--- src/rtl/rob_pkg.sv ---
// Shared sizes and types for the reorder buffer and its pointer controller.
package rob_pkg;

  localparam int DATA_W = 4;
  localparam int DEPTH  = 16;
  localparam int ID_W   = $clog2(DEPTH);

  typedef logic [ID_W-1:0]   rob_id_t;
  typedef logic [ID_W:0]     rob_ptr_t;
  typedef logic [DATA_W-1:0] rob_data_t;

  typedef struct packed {
    logic      alloc;
    logic      done;
    rob_data_t data;
  } rob_entry_t;

endpackage

--- src/rtl/rob_ptr_ctrl.sv ---
// Head/tail pointer pair with wrap bit; derives full, empty and occupancy.
module rob_ptr_ctrl #(
  parameter  int DEPTH = 16,
  localparam int ID_W  = $clog2(DEPTH)
) (
  input  logic            clk_i,
  input  logic            rst_i,
  input  logic            inc_head_i,
  input  logic            inc_tail_i,
  output logic [ID_W-1:0] head_idx_o,
  output logic [ID_W-1:0] tail_idx_o,
  output logic            full_o,
  output logic            empty_o,
  output logic [ID_W:0]   count_o
);

  localparam logic [ID_W:0] PTR_ONE = (ID_W+1)'(1);

  logic [ID_W:0] head_q, head_d;
  logic [ID_W:0] tail_q, tail_d;

  always_comb begin
    head_d = head_q;
    tail_d = tail_q;
    if (inc_head_i) head_d = head_q + PTR_ONE;
    if (inc_tail_i) tail_d = tail_q + PTR_ONE;
  end

  always_ff @(posedge clk_i) begin
    if (rst_i) begin
      head_q <= '0;
      tail_q <= '0;
    end else begin
      head_q <= head_d;
      tail_q <= tail_d;
    end
  end

  // Equal indices with differing wrap bits means the tail lapped the head.
  assign empty_o    = (tail_q == head_q);
  assign full_o     = (tail_q == {~head_q[ID_W], head_q[ID_W-1:0]});
  assign count_o    = tail_q - head_q;
  assign head_idx_o = head_q[ID_W-1:0];
  assign tail_idx_o = tail_q[ID_W-1:0];

endmodule

--- src/rtl/reorder_buffer.sv ---
// Reorder buffer: in-order allocation, out-of-order writeback by tag,
// in-order release through a valid/ready retire port.
module reorder_buffer
  import rob_pkg::*;
(
  input  logic              clk_i,
  input  logic              rst_i,
  input  logic              alloc_req_i,
  output logic              alloc_gnt_o,
  output logic [ID_W-1:0]   alloc_id_o,
  input  logic              wb_valid_i,
  input  logic [ID_W-1:0]   wb_id_i,
  input  logic [DATA_W-1:0] wb_data_i,
  output logic              wb_err_o,
  output logic              ret_valid_o,
  output logic [ID_W-1:0]   ret_id_o,
  output logic [DATA_W-1:0] ret_data_o,
  input  logic              ret_ready_i,
  output logic              full_o,
  output logic              empty_o,
  output logic [ID_W:0]     count_o
);

  logic [DEPTH-1:0] alloc_q, alloc_d;
  logic [DEPTH-1:0] done_q, done_d;
  rob_data_t        data_q [DEPTH];

  rob_id_t    head_idx;
  rob_id_t    tail_idx;
  rob_entry_t head_entry;

  logic alloc_fire;
  logic ret_fire;
  logic wb_legal;
  logic wb_err_q, wb_err_d;

  rob_ptr_ctrl #(
    .DEPTH (DEPTH)
  ) u_ptr_ctrl (
    .clk_i      (clk_i),
    .rst_i      (rst_i),
    .inc_head_i (ret_fire),
    .inc_tail_i (alloc_fire),
    .head_idx_o (head_idx),
    .tail_idx_o (tail_idx),
    .full_o     (full_o),
    .empty_o    (empty_o),
    .count_o    (count_o)
  );

  // All decisions below look only at pre-edge state, so the three events
  // can fire together without interfering.
  assign alloc_fire = alloc_req_i && !full_o;
  assign wb_legal   = wb_valid_i && alloc_q[wb_id_i] && !done_q[wb_id_i];
  assign wb_err_d   = wb_valid_i && !wb_legal;

  assign head_entry = '{alloc: alloc_q[head_idx],
                        done:  done_q[head_idx],
                        data:  data_q[head_idx]};

  assign ret_valid_o = !empty_o && head_entry.alloc && head_entry.done;
  assign ret_fire    = ret_valid_o && ret_ready_i;
  assign ret_id_o    = head_idx;
  assign ret_data_o  = head_entry.data;

  assign alloc_gnt_o = !full_o;
  assign alloc_id_o  = tail_idx;
  assign wb_err_o    = wb_err_q;

  // Per-slot next state. Allocate and retire never hit the same slot in one
  // cycle (that needs full and empty at once), and a legal writeback can
  // never target the retiring head since the head is already done.
  for (genvar gi = 0; gi < DEPTH; gi++) begin : g_entry
    logic alloc_hit;
    logic ret_hit;
    logic wb_hit;

    assign alloc_hit = alloc_fire && (tail_idx == rob_id_t'(gi));
    assign ret_hit   = ret_fire   && (head_idx == rob_id_t'(gi));
    assign wb_hit    = wb_legal   && (wb_id_i  == rob_id_t'(gi));

    assign alloc_d[gi] = alloc_hit ? 1'b1 :
                         ret_hit   ? 1'b0 : alloc_q[gi];
    assign done_d[gi]  = (alloc_hit || ret_hit) ? 1'b0 :
                         wb_hit                 ? 1'b1 : done_q[gi];
  end

  always_ff @(posedge clk_i) begin
    if (rst_i) begin
      alloc_q  <= '0;
      done_q   <= '0;
      wb_err_q <= 1'b0;
    end else begin
      alloc_q  <= alloc_d;
      done_q   <= done_d;
      wb_err_q <= wb_err_d;
    end
  end

  // Payload storage carries no reset; the done bit qualifies it.
  always_ff @(posedge clk_i) begin
    if (!rst_i && wb_legal) begin
      data_q[wb_id_i] <= wb_data_i;
    end
  end

endmodule

--- config.mk ---
export PLATFORM = sky130hd
export DESIGN_NAME = reorder_buffer
export DESIGN_NICKNAME = d
export VERILOG_FILES = /design/src/rtl/rob_pkg.sv /design/src/rtl/rob_ptr_ctrl.sv /design/src/rtl/reorder_buffer.sv
export SDC_FILE = /design/constraint.sdc
export NUM_CORES = 1
export LEC_CHECK = 0
export CAP_MARGIN = 20
export CORE_ASPECT_RATIO = 1.4
export CORE_MARGIN = 8
export CORE_UTILIZATION = 55
export DETAILED_ROUTE_END_ITERATION = 16
export PLACE_DENSITY_LB_ADDON = 0.1
export SETUP_SLACK_MARGIN = 0.3
export SLEW_MARGIN = 10
export SYNTH_ARGS = -nofsm -noshare
export SYNTH_HDL_FRONTEND = slang
export SYNTH_HIERARCHICAL = 1
export SYNTH_SLANG_ARGS = --single-unit
--- constraint.sdc ---
create_clock -name clk_i -period 3.8 [get_ports clk_i]
set_input_delay 0.76 -clock clk_i [delete_from_list [all_inputs] [get_ports clk_i]]
set_output_delay 0.76 -clock clk_i [all_outputs]
set_load 0.02 [all_outputs]
# Yosys cells after proc, flatten, opt, wreduce, memory -nomap -nowiden

Memory sizes are Yosys's and may differ from the RTL's. A register that Yosys moved wholly into a read port is not among the register bits.
Cells that the tools add are included.
W data, S select, Z words.

$add $sub $neg: 3
Reductions and logical operators: 112
Muxes and demuxes: 44
Bitwise logic cells: 1
Equal/unequal tests: 47
$lt $le $gt $ge: 2

Operators by type and width:

| cell                  | number |
|---|---|
| $eq A4 B4 Y1 const B  | 24 |
| $logic_and A1 B1 Y1   | 56 |
| $eq A4 B3 Y1 const B  | 12 |
| $mux W1               | 38 |
| $reduce_bool A2 Y1    | 16 |
| $reduce_or A2 Y1      | 16 |
| $eq A4 B2 Y1 const B  | 6 |
| $bmux W1 S4           | 4 |
| $logic_or A1 B1 Y1    | 16 |
| $eq A4 B1 Y1 const B  | 3 |
| $logic_not A4 Y1      | 3 |
| $add A5 B1 Y5 const B | 2 |
| $eq A5 B5 Y1          | 2 |
| $lt A4 B5 Y1 const B  | 2 |
| $mux W4               | 2 |
| $logic_not A1 Y1      | 5 |
| $sub A5 B5 Y5         | 1 |
| $not A1 Y1            | 1 |

Logic and storage cells: 245
Memories kept: 1
Output and inout bits: 22
RAM bits: 64
Bits in registers: 43

Memories:

| name   | depth | width | rd ports | clocked after Yosys merged registers in | write ports | RTL line             | text |
|---|---|---|---|---|---|---|---|
| data_q | 16    | 4     | 1        | 1                                       | 1           | reorder_buffer.sv:26 | `rob_data_t data_q [DEPTH];` |

# Longest topological paths before layout

Word-level depth: 8
Gate-level depth with buffers: 11

# Hierarchy

Netlist, hierarchy kept.

By module, submodules not included:

| module         | times used | area an instance (µm²) | cells an instance |
|---|---|---|---|
| reorder_buffer | 1          | 4,705.8                | 358 |
| rob_ptr_ctrl   | 1          | 624.3                  | 70 |

# Least setup slack after synthesis

No wires, ideal clock.

Path kind: flip-flop to output port
Start: register, netlist name u_ptr_ctrl/head_q[0]
End: output port ret_data_o[0]
Slack: 0.650 ns
Stages on the path, launching flop included: 6
Arrival time: 2.390 ns
Path through: dfxtp_1 > buf_4 > buf_2 > buf_1 > mux4_2 > mux4_2

RTL lines:

| what             | RTL line             | text |
|---|---|---|
| end: declaration | reorder_buffer.sv:17 | `output logic [DATA_W-1:0] ret_data_o,` |

==> impl_metrics.yaml <==
status:
  status: "finished, final reports clean"
clock_tree:
  ctsRootBufferMaster: "clkbuf_16"
  cts.path.max_buffers: 2
  clk_pin_slew_ns: 0.07
  h-tree-depth: 3
  cts.sinks: 107
  ctsHoldBuffers: 0
  numCtsBuffers: 9
  worstSkewPairLatency_ns: 0.35
  cts_tree: "done"
synth:
  synth_area_leaders: "edfxtp_1, dfxtp_1, mux4_2, nor2_1, nor4_1"
  ys_async_sr_fraction_pct: 0
  yosysSeqAreaShare_pct: 52.2
  avgSynthCellArea_sq_um: 12.5
  yosysTopAreaCellShare_pct: 36.1
  synth_edf_count: 64
  yosys.cell_types.count: 55
  synth_ff_type: "edfxtp_1"
  ys_warn_count: 6
  synth_cells: 428
  syn_nets: 448
  synth_area_sq_mm: 0.00533
  synth_seq_cells: 107
  yosys.area.top_type: "edfxtp_1"
timing:
  maxSlewViolCount: 0
  slew_headroom_pct: 32.2
  hold_violations: 0
  setup_violations: 0
  finalSetupTns_ns: 0
  worstMarginPinSlew_ns: 1.02
  fin_crit_ns: 3.39
  period_share_pct: 89.2
  max_freq_mhz: 295
  finClkSkew_ns: 0.00772
  worst_slack_ns: 0.412
  rsz0062_at_grt: "false"
route:
  dr_total_vias: 3706
  drc_errors: 0
  drt-initial-drc-count: 276
  viasPerCell: 6.41
  antenna_left: 0
  drtPass1Iterations: 4
  finalWirelength_mm: 13.2
  wl_per_cell_um: 22.8
worst_setup_path:
  critPathMaxStageDelay_ns: 0.58
  cp-end-kind: "primary output"
  start_kind: "flip-flop"
  arrival_ns: 2.63
  cp_cell_sequence: "buf_12 > mux4_2 > mux4_2 > clkdlybuf4s50_1"
  cp_max_fo: 16
  path_class: "reg -> out"
  crit_slowest_cell: "mux4_2"
  required_ns: 3.04
  cp_common_cell: "mux4_2"
pwr:
  switchingPower_mw: 0.522
  ir_worst_vdd_mv: 0.299
  power.leakage_nw: 2.03
  comb_power_share_pct: 7.7
  swShare_pct: 23.0
  intPower_mw: 1.75
  clkPwrFrac_pct: 37.6
  power_density_mw_per_mm2: 374
  p_seq_share_pct: 54.7
die:
  ios: 35
  dieArea_sq_mm: 0.0131
  rows: 42
  die_w_um: 99.2
  die_h_um: 132
  start_util_pct: 56.3
  core_sq_mm: 0.00946
final_layout:
  areaGrowthSynthToFinish_pct: 14.3
  nNetsFinal: 483
  drive_gt1_share_pct: 20.1
  antenna_cells: 0
  nFillCells: 741
global_routing:
  grt_usage_pct: 20.6
  grt_pass1_vias: 3920
  grt_max_degree: 54
  gr-total-overflow: 0
  antenna_found_initial: 0
  grt_pass1_wl_mm: 20.9
placement:
  numPortBuffers: 34
  dp_slack_ns: 0.220
  gp_congestion: 0.942
  dp_hpwl_mm: 9.84
min_path:
  hold_class: "reg -> reg"
job:
  cap_violations: 0
-- cells by family after synthesis --
logic type      Yosys count  synth area share, %
simple gates            135                 14.1
fa+ha+maj                 7                 1.78
flops                   107                 52.2
xor+xnor                 12                 1.97
buf+inv                  55                 5.12
mux                      43                 14.9
compound gates           69                 9.91
-- Yosys cell counts, drive strengths merged, types with 2 or more instances --
| library cell | n |
|---|---|
| nor4 | 21 |
| o211a | 6 |
| mux2i | 8 |
| nand4 | 10 |
| o21ai | 10 |
| nand3 | 5 |
| and3 | 2 |
| or4 | 6 |
| nand3b | 2 |
| or3 | 2 |
| nor2 | 39 |
| o31ai | 2 |
| xor2 | 5 |
| nand2b | 11 |
| a31oi | 5 |
| clkbuf | 14 |
| a41oi | 4 |
| mux2 | 7 |
| ha | 6 |
| nor2b | 6 |
| mux4 | 28 |
| a21o | 2 |
| nor3b | 2 |
| dfxtp | 43 |
| inv | 21 |
| o221a | 6 |
| o32ai | 8 |
| xnor2 | 7 |
| edfxtp | 64 |
| or2 | 5 |
| a21oi | 14 |
| and2 | 2 |
| nand2 | 13 |
| buf | 20 |
| nor3 | 9 |
-- through the flow --
stage | area (sq um) | util [%] | hold slack, ns | power (mW) | cells
6_report | 6090 | 64.4 | 0.501 | 2.28 | 578
3_5_place_dp | 5820 | 61.5 | 0.490 | 1.45 | 562
5_1_grt | 6090 | 64.4 | 0.520 | 2.35 | 578
3_3_place_gp | 5820 | 61.5 | 0.482 | 1.44 | 562
4_1_cts | 6090 | 64.4 | 0.499 | 2.29 | 578
2_1_floorplan | 5330 | - | 0.461 | 1.38 | 428
-- worst paths after layout --
path	start	endpoint	slack [ns]	depth (start not counted)
worst max-delay path	u_ptr_ctrl/head_q[0]	ret_data_o[2]	0.41	4
worst min-delay path	alloc_q[3]	alloc_q[3]	0.50	2
worst max register to register	u_ptr_ctrl/head_q[3]	alloc_q[7]	1.25	9
worst min register to register	alloc_q[3]	alloc_q[3]	0.50	2
-- routing by layer --
layer	track usage (%)	routed length, um	vias to the layer above
met1	22.3	5040	1824
li1	-	-	1719
met2	36.0	6910	126
met4	13.5	652	0
met5	0	0	-
met3	3.62	556	37
-- power groups by stage --
| stage | sequential [mW] | clock, mW | combinational [mW] |
|---|---|---|---|
| after floorplan | 1.27 | 0 | 0.107 |
| after global placement | 1.27 | 0 | 0.172 |
| after detailed placement | 1.27 | 0 | 0.174 |
| after CTS | 1.25 | 0.873 | 0.175 |
| after global routing | 1.25 | 0.912 | 0.189 |
| final | 1.24 | 0.855 | 0.175 |
-- timing repair --
action	in CTS	in global routing
buffers inserted	0	0
gates resized for setup	1	2
endpoints found under the setup margin	3	6
gates cloned	0	0
-- placed cells by master (no fill, tap or decap), types with 11 or more instances in the layout --
master,instances
buf_4,22
nor2_1,39
mux4_2,28
nand2b_1,11
nor4_1,14
a21oi_1,13
clkdlybuf4s50_1,33
dfxtp_1,40
inv_1,21
edfxtp_1,64
nand2_1,13
-- worst max-delay path, delay by kind of cell (launching register included) --
kind | cells | cell delay, ns
DFF | 1 | 0.46
buffers and inverters | 2 | 0.76
muxes | 2 | 1.05
-- layout make-up --
| cell class | count | area, sq um | area share (%) |
|---|---|---|---|
| tap | 110 | 138 | 2.26 |
| clock buffer | 11 | 233 | 3.82 |
| clock inverter | 5 | 37.5 | 0.616 |
| sequential | 107 | 2790 | 45.8 |
| inverter | 21 | 78.8 | 1.29 |
| timing repair buffer | 58 | 541 | 8.87 |
| multi-input combinational | 266 | 2270 | 37.3 |
-- registers in the layout, summed over array words and instances, names as in the netlist --
name,cells
alloc_q,16
u_ptr_ctrl/tail_q,5
done_q,16
u_ptr_ctrl/head_q,5
data_q,64
wb_err_o,1
Power figures use the tool's default switching activity.
==> RTL edit 1, RTL diff (same settings) <==
Set the package constant `DATA_W` to 6 (it was 4).
--- a/src/rtl/rob_pkg.sv
+++ b/src/rtl/rob_pkg.sv
@@ -1,7 +1,7 @@
 // Shared sizes and types for the reorder buffer and its pointer controller.
 package rob_pkg;
 
-  localparam int DATA_W = 4;
+  localparam int DATA_W = 6;
   localparam int DEPTH  = 16;
   localparam int ID_W   = $clog2(DEPTH);
 
Interface: changed (resized ret_data_o and wb_data_i); port bits go from 35 to 39. No check against the original RTL was run, so the function may have changed too.
==> RTL edit 1 against the original RTL <==
Fmax shrank 0.64%. Sequential power grew 31%. Routed wire length grew 27%. Sequential cell count grew 32. Synthesized area grew 22%. Clock skew grew 0.0042 ns. Cell count grew 19%. Total power grew 54%. Setup slack lost 0.022 ns. Sequential share of layout area grew 2.4 points. Cell area grew 28%.
==> RTL edit 1: results (changes against the original RTL) <==
gp_congestion: 0.943  # was 0.942
place_hpwl_um: 11800  # was 9840 um
h-tree-depth: 4  # was 3
dr_wl_met2_um: 9300  # was 6910 um
yosys-top-cells-area: "edfxtp_1 45%, dfxtp_1 13%, mux4_2 13%, nor2_1 2.0%, nand2_1 1.7%"  # was edfxtp_1 36%, dfxtp_1 16%, mux4_2 12%, nor2_1 2.7%, nor4_1 1.6%
grt_pass1_wl_um: 26000  # was 20,900 um
drive_above_1_share_pct: 24.9  # was 20.1%
drtIter0Drc: 271  # was 276
synth_compound_area_share_pct: 7.69  # was 9.91%
hp-start: "alloc_q[6]"  # was alloc_q[3]
r2r_slack_ns: 1.07  # was 1.25 ns
leakagePower_nw: 2.55  # was 2.03 nW
final_cells: 690  # was 578
outcome: "finished, final reports clean"  # unchanged
grt_usage_pct: 22.5  # was 20.6%
wl_met3_um: 795  # was 556 um
reg2reg_to: "alloc_q[8]"  # was alloc_q[7]
reg_top3: "data_q: 96 flops, alloc_q: 16 flops, done_q: 16 flops"  # was data_q: 64 flops, alloc_q: 16 flops, done_q: 16 flops
place_ws_ns: 0.227  # was 0.220 ns
largest_reg_flops: 96  # was 64
synthMuxAreaShare_pct: 15.8  # was 14.9%
layout.nets: 552  # was 483
routedWlPerCell_um: 24.2  # was 22.8 um
cts_buffers: 17  # was 9
drt-met1-wl_um: 6120  # was 5040 um
firstDrtPassIters: 5  # was 4
cp_max_fo: 25  # was 16
grt_pass1_vias: 4554  # was 3,920
syn-num-nets: 493  # was 448
viasPerCell: 6.33  # was 6.41
RTL edit 1: worst max-delay path by stage:
stage,from,end,cells past startpoint,slack [ns]
finish,u_ptr_ctrl/head_q[1],ret_data_o[0],4,0.39
global route,u_ptr_ctrl/head_q[0],count_o[4],8,0.31
CTS,u_ptr_ctrl/head_q[0],ret_valid_o,7,0.37
detailed placement,wb_id_i[2],data_q[0][1],7,0.23
global placement,wb_id_i[1],data_q[13][1],8,0.29
floorplan,wb_id_i[1],data_q[4][0],7,0.61
RTL edit 1: final cells by class:
type | count | area (um2)
tap | 147 | 184
timing repair buffer | 74 | 687
fill | 852 | 3860
clock buffer | 17 | 425
multi-input combinational | 287 | 2520
sequential | 139 | 3750
clock inverter | 15 | 171
inverter | 11 | 41.3
RTL edit 1: critical path: stages, from the launching register on:
cell,delay [ns]
dfxtp_4,0.48
buf_6,0.30
mux4_2,0.41
mux4_2,0.48
clkdlybuf4s50_1,0.56
RTL edit 1: per-layer routing:
layer | up-vias | global-route usage (%)
met1 | 2188 | 24.7
met3 | 35 | 4.28
met2 | 185 | 41.3
met5 | - | 0
li1 | 1959 | -
met4 | 0 | 9.31
RTL edit 1: cells by family (layout without fill, tap and decap cells):
family          after synthesis  count (layout)
compound gates               64              64
xor+xnor                     12              12
fa+ha+maj                     7               7
buf+inv                      45             117
flops                       139             139
mux                          54              54
simple gates                150             150
RTL edit 1: repair_timing:
item                                    in CTS  in global routing
resized for setup                            4                  4
endpoints found under the setup margin       9                  1
buffers inserted                             6                  0
RTL edit 1: stage by stage:
stage	cell area [um2]	hold slack (ns)	util, %
final	7780	0.474	66.8
after global routing	7780	0.507	66.8
after CTS	7760	0.475	66.7
after detailed placement	7100	0.467	61.0
after global placement	7100	0.473	61.0
after floorplan	6480	0.435	-
RTL edit 1: power breakdown:
| group | internal [W] | total, W | switching [W] |
|---|---|---|---|
| Combinational | 0.0000664 | 0.000176 | 0.000109 |
| Clock | 0.00103 | 0.00168 | 0.000653 |
| Sequential | 0.00162 | 0.00163 | 0.00000865 |
| Total | 0.00272 | 0.00349 | 0.000771 |
==> RTL edit 2, RTL diff (config.mk and constraints unchanged) <==
Made on the original files. Make the reset (`rst_i`) asynchronous in 2 clocked blocks.
--- a/src/rtl/rob_ptr_ctrl.sv
+++ b/src/rtl/rob_ptr_ctrl.sv
@@ -26,7 +26,7 @@
     if (inc_tail_i) tail_d = tail_q + PTR_ONE;
   end
 
-  always_ff @(posedge clk_i) begin
+  always_ff @(posedge clk_i or posedge rst_i) begin
     if (rst_i) begin
       head_q <= '0;
       tail_q <= '0;
--- a/src/rtl/reorder_buffer.sv
+++ b/src/rtl/reorder_buffer.sv
@@ -85,7 +85,7 @@
                          wb_hit                 ? 1'b1 : done_q[gi];
   end
 
-  always_ff @(posedge clk_i) begin
+  always_ff @(posedge clk_i or posedge rst_i) begin
     if (rst_i) begin
       alloc_q  <= '0;
       done_q   <= '0;
Formal check against the unedited RTL: differs if rst_i is asserted again (counterexample within 4 cycles, from zero or initial values and one cycle with rst_i high); with rst_i held inactive, the same outputs for 10 cycles.
==> RTL edit 2 against the original RTL <==
Routed wire length is 3.8% lower. Setup slack worse by 0.033 ns. Highest routed layer unchanged. Register-to-register slack worse by 0.09 ns. Sequential cell count stayed put. Synthesized cell count is 6.3% lower. Synthesized area is 2.0% higher. Cell area is 4.5% higher.
Power is not compared: it rests on default switching activity, and its combinational part moved more than twofold at a synthesized area within 25%.
==> RTL edit 2: results (changes against the original RTL) <==
r2r-start: "u_ptr_ctrl/head_q[0]"  # was u_ptr_ctrl/head_q[3]
signal_buffers: 68  # was 58
synth_cell_types: 49  # was 55
firstDrtPassIters: 5  # was 4
wirelength_um: 12700  # was 13,200 um
dr_wl_met2_um: 6740  # was 6910 um
wl_met3_um: 545  # was 556 um
critPathMaxStageDelay_ns: 0.51  # was 0.58 ns
reg2reg_to: "u_ptr_ctrl/head_q[3]"  # was alloc_q[7]
cp_max_fo: 6  # was 16
min_path_cells: 1  # was 2
crit_slowest_cell: "dfrtp_4"  # was mux4_2
place_ws_ns: 0.317  # was 0.220 ns
maxPowerGroup: "combinational logic"
grt_usage_pct: 20.5  # was 20.6%
gr-usage-met2_pct: 35.4  # was 36.0%
critical_path_arrival_ns: 2.66  # was 2.63 ns
dr_total_vias: 3600  # was 3,706
n_fill_cell: 764  # was 741
syn-num-nets: 421  # was 448
multi_input_cells: 248  # was 266
ff_latch_area_mm2: 0.00300  # was 0.00279 mm2
inv_count: 20  # was 21
whs_endpoint: "u_ptr_ctrl/tail_q[4]"  # was alloc_q[3]
worst_pin_slew_ns: 0.737  # was 1.02 ns
layout.nonclk_buf_share_pct: 9.46  # was 8.87%
area_share_clock_buf_inv_pct: 4.70  # was 4.44%
use_met3_pct: 3.97  # was 3.62%
outcome: "finished, final reports clean"  # unchanged
reg2reg_depth: 8  # was 9
r2r_slack_ns: 1.16  # was 1.25 ns
nClkBuffers: 9  # was 11
grt_pass1_wl_um: 20800  # was 20,900 um
drt-met1-wl_um: 4950  # was 5040 um
grt.met1_usage_pct: 24.0  # was 22.3%
grt_pass1_vias: 3837  # was 3,920
gp_congestion: 0.898  # was 0.942
hp-start: "u_ptr_ctrl/tail_q[4]"  # was alloc_q[3]
synthArstFlopShare_pct: 40.2  # was 0%
initial_core_util_pct: 55.5  # was 56.3%
drive_above_1_share_pct: 21.1  # was 20.1%
[RTL edit 2: stage by stage]
stage	hold WS, ns	utilization (%)	total power (W)	instances	instance area (um2)
after floorplan	0.461	-	0.00322	401	5440
final	0.504	65.0	0.00492	594	6360
after global placement	0.486	61.7	0.00396	576	6040
after CTS	0.509	65.0	0.00494	594	6360
after detailed placement	0.494	61.7	0.00399	576	6040
after global routing	0.519	65.0	0.00518	594	6360
[RTL edit 2: cell families (layout without fill, tap and decap cells)]
family | after synthesis | in the layout | synth area share (%)
and+or+nand+nor | 125 | 125 | 12.4
DFF | 107 | 107 | 55.1
AOI/OAI and AO/OA | 60 | 60 | 8.47
buffers and inverters | 46 | 104 | 4.10
muxes | 44 | 44 | 16.2
xor gates and xnor gates | 12 | 12 | 1.93
adders and majority gates | 7 | 7 | 1.75
[RTL edit 2: worst max-delay path by stage]
| stage | start | end | slack [ns] | cells after the start |
|---|---|---|---|---|
| 6_report | u_ptr_ctrl/head_q[0] | ret_valid_o | 0.38 | 6 |
| 5_1_grt | u_ptr_ctrl/tail_q[0] | count_o[4] | 0.32 | 8 |
| 4_1_cts | u_ptr_ctrl/head_q[0] | ret_data_o[1] | 0.40 | 4 |
| 3_5_place_dp | wb_id_i[0] | data_q[0][3] | 0.32 | 7 |
| 3_3_place_gp | wb_id_i[0] | data_q[8][0] | 0.32 | 7 |
| 2_1_floorplan | u_ptr_ctrl/head_q[0] | ret_data_o[0] | 0.88 | 5 |
[RTL edit 2: worst register-to-register path: stages, from the launching register on]
cell and delay, ns:
dfrtp_4 0.51, buf_4 0.19, mux4_2 0.34, and2_0 0.32
nor2_1 0.14, o32ai_1 0.41, and2_1 0.32, nand4_1 0.14
xnor2_1 0.16
